===== src/rtl/banked_reg_file_if.sv =====
// Register-file access bus shared by decode (read indices), writeback
// (write/link requests) and fetch (writeToPC).
//   master : drives write/link requests, oldPCVal and read indices
//   slave  : the register file; returns readData, writeToPC, ready
interface banked_reg_file_if #(
  parameter int DATA_W   = 32,
  parameter int ADDR_W   = 4,
  parameter int NUM_READ = 2
);
  logic                         writeEnable;
  logic [ADDR_W-1:0]            writeDestination;
  logic [DATA_W-1:0]            writeData;
  logic                         linkBit;
  logic [DATA_W-1:0]            oldPCVal;
  logic [NUM_READ*ADDR_W-1:0]   readRegs;
  logic [NUM_READ*DATA_W-1:0]   readData;
  logic                         writeToPC;
  logic                         ready;

  modport master (
    output writeEnable, writeDestination, writeData, linkBit, oldPCVal, readRegs,
    input  readData, writeToPC, ready
  );

  modport slave (
    input  writeEnable, writeDestination, writeData, linkBit, oldPCVal, readRegs,
    output readData, writeToPC, ready
  );
endinterface


===== src/rtl/banked_reg_file.sv =====
// Banked ARM-style register file with post-reset clear sweep, write->read
// and link->read bypass, a link-register write port and PC-relative reads.
//   clk   : rising-edge clock
//   reset : asynchronous active-high reset, restarts the clear sweep
//   rf    : slave side of banked_reg_file_if (write/link/read/ready/writeToPC)
module banked_reg_file #(
  parameter int DATA_W         = 32,
  parameter int NUM_REGS       = 16,
  parameter int ADDR_W         = 4,
  parameter int NUM_READ       = 2,
  parameter int PC_INDEX       = 15,
  parameter int LINK_INDEX     = 14,
  parameter int PC_READ_OFFSET = 8,
  parameter int LINK_OFFSET    = 4
) (
  input  logic              clk,
  input  logic              reset,
  banked_reg_file_if.slave  rf
);

  typedef enum logic {CLEAR, RUN} state_t;

  localparam logic [ADDR_W-1:0] LAST_IDX = ADDR_W'(NUM_REGS - 1);
  localparam logic [ADDR_W-1:0] PC_IDX   = ADDR_W'(PC_INDEX);
  localparam logic [ADDR_W-1:0] LINK_IDX = ADDR_W'(LINK_INDEX);

  state_t             state, state_nxt;
  logic [ADDR_W-1:0]  clr_idx, clr_idx_nxt;
  logic [DATA_W-1:0]  regs [NUM_REGS];

  logic               w_acc, l_acc;
  logic [DATA_W-1:0]  link_val, pc_val;
  logic [ADDR_W-1:0]  rd_idx;
  logic [DATA_W-1:0]  rd_val;

  assign w_acc    = rf.writeEnable & rf.ready;
  assign l_acc    = rf.linkBit & rf.ready;
  assign link_val = rf.oldPCVal + DATA_W'(LINK_OFFSET);
  assign pc_val   = rf.oldPCVal + DATA_W'(PC_READ_OFFSET);

  // PC lives in fetch: a PC write is only flagged, never stored.
  assign rf.writeToPC = w_acc & (rf.writeDestination == PC_IDX);

  always_ff @(posedge clk or posedge reset) begin
    if (reset) begin
      state   <= CLEAR;
      clr_idx <= '0;
    end else begin
      state   <= state_nxt;
      clr_idx <= clr_idx_nxt;
    end
  end

  always_comb begin
    state_nxt   = state;
    clr_idx_nxt = clr_idx;
    rf.ready    = 1'b0;
    case (state)
      CLEAR: begin
        clr_idx_nxt = clr_idx + 1'b1;
        if (clr_idx == LAST_IDX) state_nxt = RUN;
      end
      RUN: rf.ready = 1'b1;
      default: state_nxt = CLEAR;
    endcase
  end

  // Array has no reset of its own; the sweep zeroes it one entry per cycle.
  // Link is applied before the write so writeData wins a collision on LINK.
  always_ff @(posedge clk) begin
    if (state == CLEAR) begin
      regs[clr_idx] <= '0;
    end else begin
      if (l_acc) regs[LINK_IDX] <= link_val;
      if (w_acc && rf.writeDestination != PC_IDX) regs[rf.writeDestination] <= rf.writeData;
    end
  end

  // Per-port read mux: CLEAR > PC > write bypass > link bypass > array.
  always_comb begin
    rf.readData = '0;
    rd_idx      = '0;
    rd_val      = '0;
    for (int i = 0; i < NUM_READ; i++) begin
      rd_idx = rf.readRegs[i*ADDR_W +: ADDR_W];
      if (state == CLEAR)                                 rd_val = '0;
      else if (rd_idx == PC_IDX)                          rd_val = pc_val;
      else if (w_acc && rd_idx == rf.writeDestination)    rd_val = rf.writeData;
      else if (l_acc && rd_idx == LINK_IDX)               rd_val = link_val;
      else                                                rd_val = regs[rd_idx];
      rf.readData[i*DATA_W +: DATA_W] = rd_val;
    end
  end

endmodule

===== src/flat_wrapper.sv =====
// flat-port wrapper written by rule: the top's interface ports become plain ports
module banked_reg_file_flat 
#(
  parameter int DATA_W         = 32,
  parameter int NUM_REGS       = 16,
  parameter int ADDR_W         = 4,
  parameter int NUM_READ       = 2,
  parameter int PC_INDEX       = 15,
  parameter int LINK_INDEX     = 14,
  parameter int PC_READ_OFFSET = 8,
  parameter int LINK_OFFSET    = 4
)
  (clk, reset, rf_writeEnable, rf_writeDestination, rf_writeData, rf_linkBit, rf_oldPCVal, rf_readRegs, rf_readData, rf_writeToPC, rf_ready);
  banked_reg_file_if #(.DATA_W(DATA_W), .ADDR_W(ADDR_W), .NUM_READ(NUM_READ)) rf_i ();
  input  logic clk;
  input  logic reset;
  input wire logic [$bits(rf_i.writeEnable)-1:0] rf_writeEnable;
  input wire logic [$bits(rf_i.writeDestination)-1:0] rf_writeDestination;
  input wire logic [$bits(rf_i.writeData)-1:0] rf_writeData;
  input wire logic [$bits(rf_i.linkBit)-1:0] rf_linkBit;
  input wire logic [$bits(rf_i.oldPCVal)-1:0] rf_oldPCVal;
  input wire logic [$bits(rf_i.readRegs)-1:0] rf_readRegs;
  output wire logic [$bits(rf_i.readData)-1:0] rf_readData;
  output wire logic [$bits(rf_i.writeToPC)-1:0] rf_writeToPC;
  output wire logic [$bits(rf_i.ready)-1:0] rf_ready;
  assign rf_i.writeEnable = rf_writeEnable;
  assign rf_i.writeDestination = rf_writeDestination;
  assign rf_i.writeData = rf_writeData;
  assign rf_i.linkBit = rf_linkBit;
  assign rf_i.oldPCVal = rf_oldPCVal;
  assign rf_i.readRegs = rf_readRegs;
  assign rf_readData = rf_i.readData;
  assign rf_writeToPC = rf_i.writeToPC;
  assign rf_ready = rf_i.ready;
  banked_reg_file #(.DATA_W(DATA_W), .NUM_REGS(NUM_REGS), .ADDR_W(ADDR_W), .NUM_READ(NUM_READ), .PC_INDEX(PC_INDEX), .LINK_INDEX(LINK_INDEX), .PC_READ_OFFSET(PC_READ_OFFSET), .LINK_OFFSET(LINK_OFFSET)) u_core (.clk(clk), .reset(reset), .rf(rf_i));
endmodule

===== config.mk =====
export PLATFORM = sky130hd
export DESIGN_NAME = banked_reg_file_flat
export DESIGN_NICKNAME = d
export VERILOG_FILES = /design/src/rtl/banked_reg_file_if.sv /design/src/rtl/banked_reg_file.sv /design/src/flat_wrapper.sv
export SDC_FILE = /design/constraint.sdc
export NUM_CORES = 2
export LEC_CHECK = 0
export CAP_MARGIN = 40
export CORE_MARGIN = 2
export CORE_UTILIZATION = 37
export CTS_CLUSTER_DIAMETER = 50
export CTS_CLUSTER_SIZE = 8
export DETAILED_ROUTE_END_ITERATION = 12
export GPL_TIMING_DRIVEN = 0
export PLACE_DENSITY_LB_ADDON = 0.25
export SLEW_MARGIN = 20
export SYNTH_ARGS = -nofsm -noshare
export SYNTH_HDL_FRONTEND = slang
export SYNTH_SLANG_ARGS = --single-unit

===== constraint.sdc =====
create_clock -name clk -period 5.95 [get_ports clk]
set_input_delay 1.19 -clock clk [delete_from_list [all_inputs] [get_ports clk]]
set_output_delay 1.19 -clock clk [all_outputs]
set_load 0.005 [all_outputs]

==> flow_metrics.env <==
export IMPL_switching_share=0.279
export IMPL_start_util=0.373
export IMPL_synthDistinctLibCells=75
export IMPL_critPathLaunchType="input pin"
export IMPL_slew_violations=0
export IMPL_setup_viol=13
export IMPL_ys_top_cells_by_area="edfxtp_1 48%, mux4_2 19%, o21ai_0 6.7%"
export IMPL_arrival_ns=4.91
export IMPL_drtIter0Drc=5233
export IMPL_clk_latency_ns=0.66
export IMPL_rsz0062_at_grt="no"
export IMPL_synthCells=2824
export IMPL_portBuffers=93
export IMPL_place_ws_ns=-0.660
export IMPL_slowest_stage="a2111oi_0"
export IMPL_clockBufferDepth=3
export IMPL_violations="setup timing"
export IMPL_ys_seq_elements=517
export IMPL_gp_congestion=1.03
export IMPL_yosys_warnings=0
export IMPL_grt_pass1_wl_mm=221
export IMPL_r2r_start="u_core.state$_DFF_PP0_"
export IMPL_post_drt_wl_per_cell_um=38.0
export IMPL_die_h_um=300
export IMPL_required_ns=4.76
export IMPL_first_global_vias=27624
export IMPL_critPathMaxFanout=10
export IMPL_drv_cap=0
export IMPL_gr_max_usage_layer="met2"
export IMPL_grt_ovfl_total=0
export IMPL_use_met1=0.455
export IMPL_syn_num_nets=2907
export IMPL_layout_commonest_cell="nand2_1"
export IMPL_status="finished with violations"
export IMPL_synth_edf_count=512
export IMPL_finalCriticalPeriod_ns=6.10
export IMPL_fin_setup_tns_ns=-0.785
export IMPL_hold_viol=0
export IMPL_endpoint_kind="output pin"
export IMPL_worst_slack_ns=-0.146
export IMPL_vias_per_cell=6.79
export IMPL_met2_usage=0.507
export IMPL_holdWs_ns=0.543
export IMPL_crit_path_start="rf_readRegs[2]"
export IMPL_peakVddDrop_uv=194
export IMPL_hold_class="flip-flop to flip-flop"
export IMPL_max_slew_margin_rel=0.342
export IMPL_die_area_sq_um=89700
export IMPL_final_util=0.446
export IMPL_finalCritPeriodShare=1.02
export IMPL_synth_top_area_cell="edfxtp_1"
export IMPL_fin_nets=3155
export IMPL_skew_ns=0.0285
export IMPL_syn2layout_area_growth_pct=19.6
export IMPL_wl_mm=162
export IMPL_route_detailed_drc=0
export IMPL_p_clk_frac=0.440
export IMPL_drive_gt1_frac=0.211
export IMPL_min_from="u_core.clr_idx[2]$_DFFE_PP0N_"
export IMPL_grt_max_degree=18
export IMPL_tightest_slew_ns=0.987
export IMPL_crit_type="input pin to output pin"
export IMPL_gr_usage_met3=0.136
export IMPL_grt_use_total=0.356
export IMPL_p_per_area_nw_per_um2=258
export IMPL_dr_total_vias=28882
export IMPL_path_cells="clkdlybuf4s50_1 -> and2_1 -> clkbuf_2 -> nand2_2 -> nand2_1 -> a2111oi_0 -> or3_1 -> o22ai_1 -> clkdlybuf4s50_1"
export IMPL_cp_common_cell="clkdlybuf4s50_1"
export IMPL_dp_hpwl_mm=116
export IMPL_drt_first_pass_iters=8
export IMPL_coreArea_sq_um=86600
export IMPL_cts_tree="yes"
export IMPL_p_leak_nw=13.2
export IMPL_fp_dieW_um=300
export IMPL_fmax_mhz=164
export IMPL_p_sw_mw=2.78
export IMPL_cts_buffers=79
export IMPL_fp_row_count=108
export IMPL_h_tree_depth=3
export IMPL_ant_nets=0
export IMPL_hold_buffers=0
export IMPL_yosysSeqAreaShare=0.480
export IMPL_clk_pin_slew_ns=0.05
export IMPL_async_reset_ff_frac=0.00967
export IMPL_p_int_mw=7.20
export IMPL_cts_sinks=517
export IMPL_final_cell_mix="563 x nand2_1, 512 x edfxtp_1, 435 x o21ai_0"
export IMPL_synthFlopType="edfxtp_1"
export IMPL_syn_area_per_cell_sq_um=11.4
export IMPL_io_pins=146
export IMPL_root_buffer="clkbuf_16"
export IMPL_antenna_found_initial=13
export IMPL_comb_power_share=0.154
export IMPL_critical_path_max_stage_delay_ns=0.85
export IMPL_synth_top_cell_area_share=0.476
export IMPL_synth_area_sq_um=32300
export IMPL_p_seq_frac=0.406
registers in the layout, summed over array words and instances (netlist names):
name,cells
u_core.clr_idx,4
u_core.regs,512
u_core.state,1
repair_timing:
action	CTS	global route
setup endpoints to repair	44	22
pin swaps	2	1
buffers inserted	5	4
resized for setup	18	18
synthesized netlist by cell type (35+ instances only):
master,count
xnor2_1,35
nor2_1,78
mux4_2,273
inv_1,38
edfxtp_1,512
buf_2,55
mux2i_1,44
clkbuf_1,205
o22ai_1,51
o21ai_1,73
nand2_1,564
o21ai_0,435
a21oi_1,36
metal layers:
layer / vias to the layer above / part of all wire
met4: 10 / 0.074
li1: 11212 / -
met1: 14287 / 0.35
met3: 584 / 0.16
met2: 2789 / 0.42
met5: - / 0.00043
cell families after synthesis:
kind of cell | share of synthesized area
adders and majority gates | 0.00116
xor gates and xnor gates | 0.0190
and+or+nand+nor | 0.109
muxes | 0.211
buffers and inverters | 0.0515
AOI/OAI and AO/OA | 0.128
DFF | 0.480
per-stage QoR:
stage          instances  total power, mW  instance area [sq um]
3_5_place_dp        4135             5.57                  36100
6_report            4252             9.98                  38700
3_3_place_gp        4072             5.52                  34700
2_1_floorplan       2824             4.86                  32300
4_1_cts             4239             9.86                  38500
5_1_grt             4250             10.1                  38600
cell type report:
type	instances	area [sq um]
fill	7951	48000
sequential	517	15500
multi-input combinational	1940	15400
timing repair buffer	169	2240
clock buffer	84	2000
buffer	327	1570
tap	1155	1450
clock inverter	16	313
inverter	38	143
antenna	6	15.0
final timing paths:
check / end / slack, ns / cells after the start
worst max-delay path: rf_readData[25] / -0.15 / 9
worst min-delay path: u_core.clr_idx[2]$_DFFE_PP0N_ / 0.54 / 1
worst max register to register: u_core.regs[0][0]$_DFFE_PP_ / 2.07 / 9
worst min register to register: u_core.clr_idx[2]$_DFFE_PP0N_ / 0.54 / 1
max in group asynchronous: u_core.state$_DFF_PP0_ / 4.95 / 2
min in group asynchronous: u_core.clr_idx[1]$_DFFE_PP0N_ / 0.77 / 2
power by group through the flow:
stage | Clock [mW] | Sequential [mW] | Combinational, mW
floorplan | 0 | 4.13 | 0.737
global placement | 0 | 4.13 | 1.39
detailed placement | 0 | 4.13 | 1.44
CTS | 4.35 | 4.06 | 1.45
global route | 4.48 | 4.05 | 1.56
finish | 4.39 | 4.06 | 1.54
worst max-delay path: cells and delay by family:
family | cells | cell delay, ns
AND/OR/NAND/NOR | 4 | 1.39
buffers and inverters | 3 | 1.36
AO/OA/AOI/OAI | 2 | 0.95
Note: power is estimated with default switching activity, not from simulation.
